==> src/rtl/uart_tx_frame.sv <==
// UART transmitter: start, LSB-first data, optional parity, stop bits.
// Bit timing advances on i_en-qualified cycles of the OSR x baud clock.
module uart_tx_frame #(
    parameter int OSR       = 16,
    parameter int DATA_BITS = 8,
    parameter int PARITY    = 0,
    parameter int STOP_BITS = 1
) (
    input  logic                 i_clk,
    input  logic                 i_rst,
    input  logic                 i_en,
    input  logic [DATA_BITS-1:0] i_data,
    input  logic                 i_valid,
    output logic                 o_ready,
    output logic                 o_tx,
    output logic                 o_busy,
    output logic                 o_done
);

    localparam int CW = (OSR > 1) ? $clog2(OSR) : 1;
    localparam int IW = 4;

    typedef enum logic [2:0] {
        IDLE,
        START,
        DATA,
        PAR,
        STOP
    } state_t;

    state_t               state_q, state_d;
    logic [CW-1:0]        cnt_q, cnt_d;
    logic [IW-1:0]        idx_q, idx_d;
    logic [DATA_BITS-1:0] shift_q, shift_d;
    logic                 par_q, par_d;
    logic                 tx_q, tx_d;
    logic                 ready_q, ready_d;
    logic                 done_q, done_d;
    logic                 bit_end;

    // Next-state logic: accept, bit timer, and per-state line level.
    always_comb begin
        state_d = state_q;
        cnt_d   = cnt_q;
        idx_d   = idx_q;
        shift_d = shift_q;
        par_d   = par_q;
        tx_d    = tx_q;
        ready_d = ready_q;
        done_d  = 1'b0;
        bit_end = i_en && (cnt_q == CW'(OSR - 1));

        if (state_q != IDLE && i_en) begin
            cnt_d = bit_end ? '0 : cnt_q + CW'(1);
        end

        unique case (state_q)
            IDLE: begin
                if (i_valid && ready_q) begin
                    state_d = START;
                    shift_d = i_data;
                    par_d   = (^i_data) ^ (PARITY == 2);
                    tx_d    = 1'b0;
                    ready_d = 1'b0;
                    cnt_d   = '0;
                    idx_d   = '0;
                end
            end
            START: begin
                if (bit_end) begin
                    state_d = DATA;
                    tx_d    = shift_q[0];
                    idx_d   = '0;
                end
            end
            DATA: begin
                if (bit_end) begin
                    if (idx_q == IW'(DATA_BITS - 1)) begin
                        idx_d = '0;
                        if (PARITY != 0) begin
                            state_d = PAR;
                            tx_d    = par_q;
                        end else begin
                            state_d = STOP;
                            tx_d    = 1'b1;
                        end
                    end else begin
                        shift_d = shift_q >> 1;
                        tx_d    = shift_q[1];
                        idx_d   = idx_q + IW'(1);
                    end
                end
            end
            PAR: begin
                if (bit_end) begin
                    state_d = STOP;
                    tx_d    = 1'b1;
                    idx_d   = '0;
                end
            end
            STOP: begin
                if (bit_end) begin
                    if (idx_q == IW'(STOP_BITS - 1)) begin
                        state_d = IDLE;
                        ready_d = 1'b1;
                        done_d  = 1'b1;
                        idx_d   = '0;
                    end else begin
                        idx_d = idx_q + IW'(1);
                    end
                end
            end
            default: begin
                state_d = IDLE;
                tx_d    = 1'b1;
                ready_d = 1'b1;
            end
        endcase
    end

    // State and registered outputs; reset aborts any frame, line goes high.
    always_ff @(posedge i_clk or posedge i_rst) begin
        if (i_rst) begin
            state_q <= IDLE;
            cnt_q   <= '0;
            idx_q   <= '0;
            shift_q <= '0;
            par_q   <= 1'b0;
            tx_q    <= 1'b1;
            ready_q <= 1'b1;
            done_q  <= 1'b0;
        end else begin
            state_q <= state_d;
            cnt_q   <= cnt_d;
            idx_q   <= idx_d;
            shift_q <= shift_d;
            par_q   <= par_d;
            tx_q    <= tx_d;
            ready_q <= ready_d;
            done_q  <= done_d;
        end
    end

    assign o_tx    = tx_q;
    assign o_ready = ready_q;
    assign o_busy  = ~ready_q;
    assign o_done  = done_q;

endmodule

==> config.mk <==
export PLATFORM = sky130hd
export DESIGN_NAME = uart_tx_frame
export DESIGN_NICKNAME = d
export VERILOG_FILES = /design/src/rtl/uart_tx_frame.sv
export SDC_FILE = /design/constraint.sdc
export NUM_CORES = 1
export LEC_CHECK = 0
export BUFFER_PORTS_ARGS = -buffer_cell sky130_fd_sc_hd__buf_2
export CORE_UTILIZATION = 40
export DETAILED_ROUTE_END_ITERATION = 10
export GPL_TIMING_DRIVEN = 0
export HOLD_SLACK_MARGIN = 0.1
export PLACE_DENSITY = 0.68
export SYNTH_ARGS = -nofsm -noshare
export SYNTH_HDL_FRONTEND = slang
export SYNTH_SLANG_ARGS = --single-unit
==> constraint.sdc <==
create_clock -name i_clk -period 2.2 [get_ports i_clk]
set_input_delay 0.66 -clock i_clk [delete_from_list [all_inputs] [get_ports i_clk]]
set_output_delay 0.66 -clock i_clk [all_outputs]
set_load 0.005 [all_outputs]
==> qor.yml <==
relSlewSlack_pct: 45.1
hold_viol_final: 0
wl_per_cell_um: 13.8
syn_area_um2: 1250
yosysTopAreaCell: "dfrtp_1"
finalSetupTns_ns: 0
post_cts_buffers: 0
rsz0062_at_grt: "no"
r2r_cells: 4
fmax_mhz: 482
vias: 958
cpMaxStageDelayCell: "nor4b_4"
r2r_end: "shift_q[3]"
finalCritPeriodShare_pct: 94.2
worstMarginPinSlew_ns: 0.823
grt_pass1_vias: 981
h-tree-depth: 1
mostFrequentLayoutCells: "dfrtp_1 (20), buf_2 (16), mux2_2 (13), o21ai_0 (11), nand2_1 (10)"
hpwlAfterDp_mm: 1.79
synthCells: 121
die_area_um2: 3360
die_w_um: 58.0
nNetsFinal: 156
io_pins: 16
synth_flop_cell: "dfrtp_1"
wl_mm: 2.36
cts_tree: "yes"
start_util_pct: 43.9
finalWorstSetupSlack_ns: 0.127
cts_buffer_depth: 2
min_period_ns: 2.07
drcViolationCount: 0
holdCritPathClass: "primary input to asynchronous set/reset pin"
drv_slew: 0
grt_max_degree: 23
antenna_left: 0
synth-edff-count: 0
crit_fanout: 8
rows: 19
synth_fp_nets: 136
cpPeakStageDelay_ns: 0.49
layout_commonest_cell: "dfrtp_1"
leakage_uw: 0.000624
viasPerCell: 5.60
diodes: 0
yosys_warnings: 0
yosys.area.top_type_share_pct: 40.0
ys_seq_elements: 22
end_kind: "register"
ir_drop_v: 0.000353
critPathLaunchType: "register"
cts_hold_buf: 0
cts_buffers: 3
synth.yosys.seq_area_share_pct: 44.2
ctsRootBufferMaster: "clkbuf_4"
insertion_delay_ns: 0.31
nFillCells: 273
reg2reg_from: "state_q[2]"
synth_area_leaders: "dfrtp_1 (40%), mux2_2 (12%), o21ai_0 (4.4%)"
async_flop_share_pct: 100
die_h_um: 58.0
gp_congestion: 0.812
ys_types: 40
grt_usage_pct: 16.5
ctsResizeCount: 0
syn_avg_cell_area_um2: 10.4
grt_overflow: 0
power_density_nw_per_um2: 476
path_cells: "nor4b_4 > nand2_1 > a22oi_4 > mux2_2"
io_buffers: 15
fin_skew_ns: 0.00334
preCtsSetupSlack_ns: -0.0314
required_ns: 2.41
clk_pin_slew_ns: 0.13
p_total_uw: 667
status: "complete, no violations"
drt_pass1_iterations: 8
worstSetupPathType: "register to register"
setup_violations: 0
drt_iter0_markers: 20
syn_to_final_growth_pct: 12.0
max_cap_viol_count: 0
drive_gt1_share_pct: 29.3
grt_pass1_wl_mm: 4.24
crit_arrival_ns: 2.28
cts_sinks: 22
reg2reg_slack_ns: 0.13
antenna_found_initial: 0
coreArea_um2: 2850
[routing by layer]
metal  global-route usage (%)  routed length, um  vias up
li1                         -                  -      479
met2                     29.4               1170       21
met5                        0                  0        -
met1                     19.9               1060      454
met3                     2.68                 93        4
met4                     6.12                 31        0
[cell usage after synthesis (all sizes together), types with 2 or more instances]
library cell,instances
nor2,7
dfstp,2
o21ai,11
nand3,4
nand4,2
a21oi,6
nor3b,2
nand2,10
or3b,3
or3,2
clkbuf,4
inv,6
mux2,13
and2,2
o31ai,3
ha,3
dfrtp,20
nand2b,2
buf,2
a22oi,2
[cells by family after synthesis]
family / after synthesis / share of synthesized area (%)
simple gates: 39 / 19.4
buf+inv: 12 / 4.39
xor+xnor: 2 / 1.40
fa+ha+maj: 3 / 3.00
mux: 14 / 12.5
flops: 22 / 44.2
compound gates: 29 / 15.2
[report_power, final]
group	internal [uW]	switching [uW]
logic	15.0	14.9
clock network	101	127
registers	407	1.67
total	523	144
[stage by stage]
| stage | instance area [um2] | hold slack (ns) | util [%] | std cells |
|---|---|---|---|---|
| finish | 1400 | 0.488 | 49.2 | 171 |
| global route | 1400 | 0.543 | 49.2 | 171 |
| CTS | 1400 | 0.523 | 49.2 | 171 |
| detailed placement | 1370 | 0.496 | 47.9 | 167 |
| global placement | 1370 | 0.487 | 47.9 | 167 |
| floorplan | 1250 | 0.475 | - | 121 |
[flip-flops by register name, summed over array words and instances (netlist names)]
signal   flops
shift_q      8
o_tx         1
cnt_q        4
state_q      3
idx_q        4
o_done       1
o_ready      1
[how the worst max path moves through the flow]
stage                           from         end  slack [ns]
after global routing      state_q[2]  shift_q[3]        0.01
after CTS                 state_q[2]  shift_q[3]        0.13
final                     state_q[2]  shift_q[3]        0.13
after floorplan              i_valid  shift_q[0]        0.28
after detailed placement     i_valid  shift_q[3]       -0.03
after global placement       i_valid  shift_q[6]       -0.02
[worst max-delay path, delay by kind of cell (launching register included)]
| family | cells | cell delay (ns) |
|---|---|---|
| AND/OR/NAND/NOR | 2 | 0.75 |
| flip-flops | 1 | 0.48 |
| multiplexers | 1 | 0.38 |
| AO/OA/AOI/OAI | 1 | 0.36 |
[area by class of cell]
type	instances	area (um2)	share of cell area (%)
timing repair buffer	15	75.1	5.35
multi-input combinational	87	644	45.9
tap	31	38.8	2.77
clock buffer	4	36.3	2.59
buffer	6	32.5	2.32
inverter	6	22.5	1.61
sequential	22	553	39.4
(Power assumes the default switching activity.)
